--- config.mk ---
export PLATFORM = sky130hd
export DESIGN_NAME = dmem_arbiter
export DESIGN_NICKNAME = d
export VERILOG_FILES = /design/src/rtl/dmem_pkg.sv /design/src/rtl/rr_arbiter2.sv /design/src/rtl/dmem_arbiter.sv
export SDC_FILE = /design/constraint.sdc
export NUM_CORES = 1
export LEC_CHECK = 0
export CORE_AREA = 4 4 95 97
export CTS_CLUSTER_DIAMETER = 100
export CTS_CLUSTER_SIZE = 16
export DETAILED_ROUTE_END_ITERATION = 7
export DIE_AREA = 0 0 99 101
export PLACE_DENSITY = 0.76
export SLEW_MARGIN = 10
export SYNTH_ARGS = -nofsm -noshare
export SYNTH_HDL_FRONTEND = slang
export SYNTH_SLANG_ARGS = --single-unit
--- constraint.sdc ---
create_clock -name clock -period 1.55 [get_ports clock]
set_input_delay 0.31 -clock clock [delete_from_list [all_inputs] [get_ports clock]]
set_output_delay 0.31 -clock clock [all_outputs]
set_load 0.02 [all_outputs]
--- src/rtl/dmem_pkg.sv ---
// Shared definitions for the data-memory arbiter: M-stage opcodes,
// arbiter state encoding and peripheral port indices.
package dmem_pkg;

    localparam logic [4:0] LW = 5'b01000;
    localparam logic [4:0] SW = 5'b00111;

    localparam logic PORT_VGA  = 1'b0;
    localparam logic PORT_HOST = 1'b1;

    typedef enum logic {
        RUN  = 1'b0,
        HOLD = 1'b1
    } arb_state_e;

endpackage

--- src/rtl/rr_arbiter2.sv ---
// Two-way round-robin arbiter; after a grant the pointer moves to the other
// port so a continuously requesting port cannot lock out its neighbour.
module rr_arbiter2
    import dmem_pkg::*;
(
    input  logic       clock,
    input  logic       reset,
    input  logic [1:0] req,
    input  logic       enable,
    output logic [1:0] gnt
);

    logic ptr_q, ptr_d;

    always_comb begin
        gnt   = 2'b00;
        ptr_d = ptr_q;
        if (enable) begin
            case (req)
                2'b01:   gnt = 2'b01;
                2'b10:   gnt = 2'b10;
                2'b11:   gnt = (ptr_q == PORT_HOST) ? 2'b10 : 2'b01;
                default: gnt = 2'b00;
            endcase
            if (gnt[0]) begin
                ptr_d = PORT_HOST;
            end else if (gnt[1]) begin
                ptr_d = PORT_VGA;
            end
        end
    end

    always_ff @(posedge clock or posedge reset) begin
        if (reset) begin
            ptr_q <= PORT_VGA;
        end else begin
            ptr_q <= ptr_d;
        end
    end

endmodule

--- src/rtl/dmem_arbiter.sv ---
// Shares the data-memory port between the CPU memory stage and two peripherals
// (VGA reader, host loader); a starvation counter forces a one-cycle CPU freeze.
module dmem_arbiter
    import dmem_pkg::*;
#(
    parameter int ADDR_W       = 12,
    parameter int DATA_W       = 32,
    parameter int STARVE_LIMIT = 8
) (
    input  logic              clock,
    input  logic              reset,
    input  logic              cpu_active,
    input  logic [ADDR_W-1:0] cpu_addr,
    input  logic [DATA_W-1:0] cpu_wdata,
    input  logic              cpu_wren,
    output logic              cpu_hold,
    input  logic              p0_req,
    input  logic              p0_we,
    input  logic [ADDR_W-1:0] p0_addr,
    input  logic [DATA_W-1:0] p0_wdata,
    output logic              p0_gnt,
    output logic              p0_rvalid,
    input  logic              p1_req,
    input  logic              p1_we,
    input  logic [ADDR_W-1:0] p1_addr,
    input  logic [DATA_W-1:0] p1_wdata,
    output logic              p1_gnt,
    output logic              p1_rvalid,
    output logic [DATA_W-1:0] p_rdata,
    output logic [ADDR_W-1:0] mem_addr,
    output logic [DATA_W-1:0] mem_wdata,
    output logic              mem_wren,
    input  logic [DATA_W-1:0] mem_q
);

    localparam logic [7:0] LIMIT = 8'(STARVE_LIMIT);

    arb_state_e state_q, state_d;
    logic [7:0] wait_cnt_q, wait_cnt_d;
    logic       rd_valid_q, rd_valid_d;
    logic       rd_port_q, rd_port_d;
    logic [1:0] req;
    logic [1:0] gnt;
    logic       cpu_owns;
    logic       any_req;
    logic       any_gnt;
    logic       gnt_we;

    assign req      = {p1_req, p0_req};
    assign any_req  = |req;
    assign cpu_owns = (state_q == RUN) && cpu_active;

    rr_arbiter2 u_rr (
        .clock  (clock),
        .reset  (reset),
        .req    (req),
        .enable (!cpu_owns),
        .gnt    (gnt)
    );

    assign any_gnt   = |gnt;
    assign gnt_we    = gnt[1] ? p1_we : p0_we;
    assign p0_gnt    = gnt[0];
    assign p1_gnt    = gnt[1];
    assign cpu_hold  = (state_q == HOLD);
    assign p0_rvalid = rd_valid_q && (rd_port_q == PORT_VGA);
    assign p1_rvalid = rd_valid_q && (rd_port_q == PORT_HOST);
    assign p_rdata   = rd_valid_q ? mem_q : '0;

    // Idle cycles keep the CPU address on the RAM but never its write enable.
    always_comb begin
        mem_addr  = cpu_addr;
        mem_wdata = cpu_wdata;
        mem_wren  = 1'b0;
        if (cpu_owns) begin
            mem_wren = cpu_wren;
        end else if (gnt[0]) begin
            mem_addr  = p0_addr;
            mem_wdata = p0_wdata;
            mem_wren  = p0_we;
        end else if (gnt[1]) begin
            mem_addr  = p1_addr;
            mem_wdata = p1_wdata;
            mem_wren  = p1_we;
        end
    end

    always_comb begin
        state_d = RUN;
        if ((state_q == RUN) && any_req && !any_gnt && (wait_cnt_q == LIMIT - 8'd1)) begin
            state_d = HOLD;
        end

        wait_cnt_d = wait_cnt_q;
        if (!any_req || any_gnt) begin
            wait_cnt_d = '0;
        end else if (wait_cnt_q < LIMIT) begin
            wait_cnt_d = wait_cnt_q + 8'd1;
        end

        rd_valid_d = any_gnt && !gnt_we;
        rd_port_d  = gnt[1] ? PORT_HOST : PORT_VGA;
    end

    always_ff @(posedge clock or posedge reset) begin
        if (reset) begin
            state_q    <= RUN;
            wait_cnt_q <= '0;
            rd_valid_q <= 1'b0;
            rd_port_q  <= PORT_VGA;
        end else begin
            state_q    <= state_d;
            wait_cnt_q <= wait_cnt_d;
            rd_valid_q <= rd_valid_d;
            rd_port_q  <= rd_port_d;
        end
    end

endmodule

# Yosys cells after proc, flatten, opt, wreduce, memory -nomap -nowiden
# Cells that the tools add are included.
[op_classes]
addsub = 1
mul = 0
div = 0
n_lt_le_gt_ge = 1
eq_ne = 4
shift = 0
mux = 21
bitwise = 3
reduce_logical = 16
[ops]
columns = ["operator", "count"]
rows = [
  ["two-way mux 32 bit", 4],
  ["two-way mux 12 bit", 3],
  ["two-way mux 8 bit", 2],
  ["adder 8 x 1 -> 8 bit, second input constant", 1],
  ["== test 8 x 3 -> 1 bit, second input constant", 1],
  ["< comparator 8 x 4 -> 1 bit, second input constant", 1],
  ["two-way mux 1 bit", 8],
  ["logical AND 1 bit", 7],
  ["two-way mux 2 bit", 3],
  ["case mux 2 bit (3 select lines)", 1],
  ["== test 2 bit, second input constant", 2],
  ["nonzero test 2 bit", 2],
  ["OR reduction 2 bit", 2],
  ["zero test 1 bit", 3],
  ["NOT 1 bit", 3],
  ["== test 2 x 1 -> 1 bit, second input constant", 1],
  ["AND reduction 2 bit", 1],
  ["logical OR 1 bit", 1],
]
[word_totals]
register_bits = 12
latch_bits = 0
ramBits = 0
rom_bits = 0
out_inout_bits = 82
word_cells = 51
mem_count = 0

# Longest topological paths before layout
# Gate-level depths: netlist of the first run.
[logic_depth]
depth_word = 9
ltp_mapped = 6
depth_no_buf = 4

# Hierarchy
# From an unflattened synthesis of the first run, not the netlist that was laid out.
[hier_totals]
cells_unflattened = 388
area_unflattened_um2 = 2561.2
[by_module_without_submodules]
columns = ["mod", "instances", "cells_each", "area_per_inst_um2", "seq_area_each_um2"]
rows = [
  ["dmem_arbiter", 1, 379, 2496.1, 275.3],
  ["rr_arbiter2", 1, 9, 65.1, 25.0],
]

# Least setup slack after synthesis of the first run
# Ideal clock, no wire load.
[synth_path]
path_type = "register to output"
startpoint = "register state_q, in the netlist cpu_hold"
endpoint = "output mem_addr[10]"
t_arrival_ps = 1434
t_required_ps = 1240
setup_slack_ps = -194
path_stages_with_launch = 5
path_buffers = 1
cell_sequence = "dfrtp_1 > nand2b_1 > nand3_1 > clkbuf_1 > o221a_2"
[synth_between]
elab_chain_cells = 6
[synth_rtl]
columns = ["item", "line", "rtl"]
rows = [
  ["from (decl)", "dmem_arbiter.sv:38", "arb_state_e state_q, state_d;"],
  ["from (signal assigned)", "dmem_arbiter.sv:112", "state_q <= state_d;"],
  ["NOT 1 bit (*)", "dmem_arbiter.sv:51", "assign cpu_owns = (state_q == RUN) && cpu_active;"],
  ["logical AND 1 bit (*)", "dmem_arbiter.sv:51", ""],
  ["two-way mux 2 bit", "rr_arbiter2.sv:18", "if (enable) begin"],
  ["two-way mux 12 bit", "dmem_arbiter.sv:81", "end else if (gnt[1]) begin"],
  ["two-way mux 12 bit", "dmem_arbiter.sv:77", "end else if (gnt[0]) begin"],
  ["two-way mux 12 bit (*)", "dmem_arbiter.sv:75", "if (cpu_owns) begin"],
  ["to (decl)", "dmem_arbiter.sv:30", "output logic [ADDR_W-1:0] mem_addr,"],
]
# Mark *: on every way between the ends. The rest lies on a longest branch, timed or not.

# Worst setup path after layout of the first run
[layout_path]
startpoint = "register u_rr.ptr_q"
endpoint = "output mem_addr[0]"
[layout_between]
elab_chain_cells = 7
[layout_rtl]
columns = ["item", "line", "rtl"]
rows = [
  ["from (decl)", "rr_arbiter2.sv:13", "logic ptr_q, ptr_d;"],
  ["from (signal assigned)", "rr_arbiter2.sv:37", "ptr_q <= ptr_d;"],
  ["two-way mux 2 bit (*)", "rr_arbiter2.sv:22", "2'b11: gnt = (ptr_q == PORT_HOST) ? 2'b10 : 2'b01;"],
  ["case mux 2 bit (3 select lines) (*)", "rr_arbiter2.sv:19", "case (req)"],
  ["two-way mux 2 bit (*) (2 in a row)", "rr_arbiter2.sv:18", ""],
  ["two-way mux 12 bit", "dmem_arbiter.sv:81", ""],
  ["two-way mux 12 bit (*)", "dmem_arbiter.sv:77", ""],
  ["two-way mux 12 bit (*)", "dmem_arbiter.sv:75", ""],
]
# Mark *: on every way between the ends. The rest lies on a longest branch, timed or not. The select of a mux whose other input is x is not followed.

==> impl_metrics.sql, run 1 <==
INSERT INTO impl_metrics (metric_group, metric, value, unit) VALUES
('timing', 'post-route-period-util', '128', '%'),
('power', 'leakage', '2.27', 'nW'),
('clocking', 'cts_buffers', '3', ''),
('floorplan', 'die_width', '99', 'microns'),
('floorplan', 'effective_utilization_at_floorplan', '20.8', '%'),
('power', 'powerDensity', '487', 'nW/um^2'),
('timing', 'postLayoutSetupSlackWorst', '-0.441', 'ns'),
('clocking', 'cts_max_level', '1', ''),
('grt', 'grt_antenna_before_repair', '0', ''),
('cells_and_area', 'final-instance-count-excl-fill', '569', ''),
('detailed_routing', 'drtIter0Drc', '45', ''),
('yosys', 'syn-cell-area', '1690', 'sq um'),
('critical_path', 'crit_path_start_kind', 'register', ''),
('detailed_routing', 'drt_first_pass_iters', '4', ''),
('yosys', 'mappedNetlistNets', '370', ''),
('yosys', 'yosysSeqAreaShare', '17.8', '%'),
('clocking', 'clkTransAtPathRegs', '0.05', 'ns'),
('critical_path', 'worstSetupPathType', 'register to primary output', ''),
('cells_and_area', 'final_layout_size_suffix_gt1_share', '37.9', '%'),
('cells_and_area', 'multi_input_area', '1680', 'sq um'),
('floorplan', 'die_height', '101', 'microns'),
('yosys', 'synth_area_per_cell', '8.58', 'sq um'),
('placed_design', 'postPlaceCellArea', '4890', 'sq um'),
('timing', 'timing_max_transition_violations_final', '0', ''),
('power', 'power_frac_clock', '13.9', '%'),
('status', 'status', 'finished, violations left', ''),
('timing', 'worstMarginPinSlew', '0.451', 'ns'),
('grt', 'first_global_vias', '2920', ''),
('floorplan', 'core_area', '8130', 'sq um'),
('grt', 'grt_usage', '20.2', '%'),
('timing', 'hold-worst-slack', '0.380', 'ns'),
('job', 'timing.max_cap.violations', '0', ''),
('detailed_routing', 'ant_nets', '0', ''),
('timing', 'timing.fmax', '0.502', 'GHz'),
('timing', 'setup_violations', '47', ''),
('critical_path', 'critPathCaptureType', 'primary output', ''),
('timing', 'maxSlewHeadroom', '69.7', '%'),
('detailed_routing', 'vias', '2772', ''),
('timing', 'layout_min_cycle_time', '1.99', 'ns'),
('cells_and_area', 'final_core_util', '62.0', '%'),
('placed_design', 'place_ws', '-1.05', 'ns'),
('placed_design', 'place.port_buffers', '253', ''),
('yosys', 'synthDistinctLibCells', '29', ''),
('floorplan', 'design.die.area', '10000', 'sq um'),
('placed_design', 'gp_congestion', '0.810', ''),
('grt', 'grt_first_pass_wirelength', '16000', 'microns'),
('clocking', 'clk_root_buffer_cell', 'sky130_fd_sc_hd__clkbuf_8', ''),
('cells_and_area', 'fillers', '717', ''),
('cells_and_area', 'insertedDiodeCount', '0', ''),
('grt', 'grt_overflow', '0', ''),
('critical_path', 'worst-path-max-fanout', '16', ''),
('timing', 'grt_setup_unrepaired', 'true', ''),
('cells_and_area', 'seqCellArea', '303', 'sq um'),
('detailed_routing', 'route.detailed.vias_per_inst', '4.87', ''),
('timing', 'clock_skew', '0.00229', 'ns'),
('power', 'power_switching_share', '33.7', '%'),
('grt', 'grt_max_degree', '35', ''),
('yosys', 'yosysWarnings', '0', ''),
('floorplan', 'num_rows', '33', ''),
('yosys', 'synth_cells', '197', ''),
('detailed_routing', 'drcViolationCount', '0', ''),
('cells_and_area', 'post-route-cell-area', '5050', 'sq um'),
('cells_and_area', 'final_nets', '638', ''),
('power', 'share_of_power_burned_in_combinational_logic', '72.2', '%'),
('power', 'power_switching', '0.827', 'mW'),
('power', 'share_seq_of_total_power', '13.9', '%'),
('placed_design', 'dp_hpwl', '8450', 'microns'),
('floorplan', 'io-pin-count', '254', ''),
('yosys', 'synth_seq_cells', '12', ''),
('min_path', 'holdCritPathClass', 'input port to asynchronous set/reset pin', ''),
('power', 'internal_power', '1.63', 'mW'),
('status', 'failed_checks', 'negative setup slack', ''),
('power', 'ir_drop', '0.288', 'mV'),
('power', 'finalPower', '2.46', 'mW'),
('critical_path', 'critical_path_arrival', '1.68', 'ns'),
('timing', 'finalHoldViolCount', '0', ''),
('timing', 'final.setup.tns', '-18.74', 'ns'),
('detailed_routing', 'postRouteWirelength', '11000', 'microns'),
('placed_design', 'dp_cells', '553', ''),
('clocking', 'tritoncts', 'done', ''),
('clocking', 'cts_buffer_depth', '2', ''),
('clocking', 'tritoncts_num_sinks', '12', ''),
('critical_path', 'timing.reg2reg.setup_slack', '0.09', 'ns'),
('critical_path', 'timing.critical_path.required', '1.24', 'ns'),
('detailed_routing', 'post_drt_wl_per_cell', '19.3', 'microns'),
('cells_and_area', 'synthToLayoutAreaGrowth', '199', '%'),
('clocking', 'worstSkewPairLatency', '0.24', 'ns');
cell families after synthesis:
| group | share of synthesized area (%) |
|---|---|
| compound gates | 52.6 |
| fa+ha+maj | 0.740 |
| buf+inv | 7.33 |
| flops | 17.8 |
| mux | 0.592 |
| simple gates | 21.0 |
routing by layer:
metal  up-vias  wire length, microns  track usage [%]
met5         -                     0                0
met1      1299                  4060             22.5
li1       1323                     -                -
met2       136                  5890             38.6
met4         0                   167             5.04
met3        14                   884             4.43
critical path, cell delays in order (launching register included):
cell and delay, ns:
sky130_fd_sc_hd__dfrtp_1 0.41, sky130_fd_sc_hd__buf_6 0.14, sky130_fd_sc_hd__a21boi_4 0.20, sky130_fd_sc_hd__nand2_8 0.10
sky130_fd_sc_hd__buf_12 0.16, sky130_fd_sc_hd__o221a_2 0.26, sky130_fd_sc_hd__buf_2 0.16
final timing paths:
check / start / to / depth (start not counted)
max in group asynchronous: reset / cpu_hold / 2
max reg2reg: wait_cnt_q[7] / wait_cnt_q[0] / 3
min: reset / wait_cnt_q[0] / 2
min in group clock: p1_req / rd_valid_q / 3
min reg2reg: wait_cnt_q[5] / wait_cnt_q[5] / 1
max: u_rr.ptr_q / mem_addr[0] / 6
repair_timing:
action,in CTS,in global routing
endpoints found under the setup margin,83,78
hold buffers,0,0
cloned,5,1
gates resized for setup,348,52
pin swaps,5,2
setup buffers,7,2
power by group through the flow:
stage | registers, mW | clock network [mW] | logic [mW]
final | 0.342 | 0.342 | 1.77
after floorplan | 0.342 | 0 | 0.771
after detailed placement | 0.345 | 0 | 1.68
after global routing | 0.344 | 0.365 | 1.87
after global placement | 0.344 | 0 | 1.65
after CTS | 0.340 | 0.354 | 1.77
flip-flops by register name, summed over array words and instances, names as in the netlist:
name and count:
cpu_hold 1, wait_cnt_q 8, u_rr.ptr_q 1, rd_valid_q 1, rd_port_q 1
cell type report:
class | instances | area share, %
timing repair buffer | 286 | 56.6
multi-input combinational | 158 | 33.3
sequential | 12 | 6.00
tap | 105 | 2.60
clock buffer | 4 | 1.09
inverter | 4 | 0.347
cell usage after synthesis (all sizes together):
cell     instances  area (sq um)
or3              2          12.5
nand3            3          15.0
a21boi           1          7.51
and2            33           206
ha               1          12.5
dfrtp           12           300
clkbuf          10          38.8
nor4             1          6.26
nand4            1          6.26
or4              1          11.3
and3             6          38.8
nor2b            2          12.5
a21o            45           338
mux2i            1          10.0
o221a           44           495
and4             1          8.76
a2111oi          1          8.76
nand2            4          15.0
o21ai            3          15.0
or2              1          6.26
a32oi            1          8.76
inv              4          15.0
buf             13          70.1
nand2b           2          12.5
nor2             1          3.75
a21oi            3          15.0
layout by cell type (no fill, tap or decap), types with 2 or more instances in the layout:
master | synthesis | layout
sky130_fd_sc_hd__dlygate4sd2_1 | 0 | 3
sky130_fd_sc_hd__buf_16 | 0 | 2
sky130_fd_sc_hd__buf_12 | 0 | 10
sky130_fd_sc_hd__buf_4 | 2 | 21
sky130_fd_sc_hd__clkdlybuf4s50_1 | 0 | 168
sky130_fd_sc_hd__o21ai_0 | 3 | 2
sky130_fd_sc_hd__buf_6 | 0 | 39
sky130_fd_sc_hd__and3_1 | 5 | 5
sky130_fd_sc_hd__inv_1 | 4 | 2
sky130_fd_sc_hd__bufbuf_16 | 0 | 2
sky130_fd_sc_hd__and2_1 | 33 | 33
sky130_fd_sc_hd__a21o_1 | 45 | 45
sky130_fd_sc_hd__dfrtp_2 | 0 | 2
sky130_fd_sc_hd__clkbuf_8 | 0 | 4
sky130_fd_sc_hd__o221a_2 | 44 | 4
sky130_fd_sc_hd__buf_2 | 11 | 11
sky130_fd_sc_hd__dfrtp_1 | 12 | 10
sky130_fd_sc_hd__nor2b_1 | 2 | 2
sky130_fd_sc_hd__nand2b_4 | 0 | 2
sky130_fd_sc_hd__a21oi_1 | 3 | 3
sky130_fd_sc_hd__or3_1 | 2 | 2
sky130_fd_sc_hd__o221a_4 | 0 | 40
sky130_fd_sc_hd__nand2_1 | 4 | 3
sky130_fd_sc_hd__nand3_1 | 3 | 2
sky130_fd_sc_hd__clkbuf_2 | 1 | 28
(Power assumes the default switching activity.)
==> run 2, diff against run 1 <==
GPL_ROUTABILITY_DRIVEN = 0   (was default)
==> results of run 2 <==
Same layout as run 1: the final DEF is identical, and so are final timing and power.
==> run 3, diff against run 2 <==
CAP_MARGIN = 20   (was default)
CTS_CLUSTER_DIAMETER = 40   (was 100)
==> results of run 3 <==
Same layout as run 1: the final DEF is identical, and so are final timing and power.
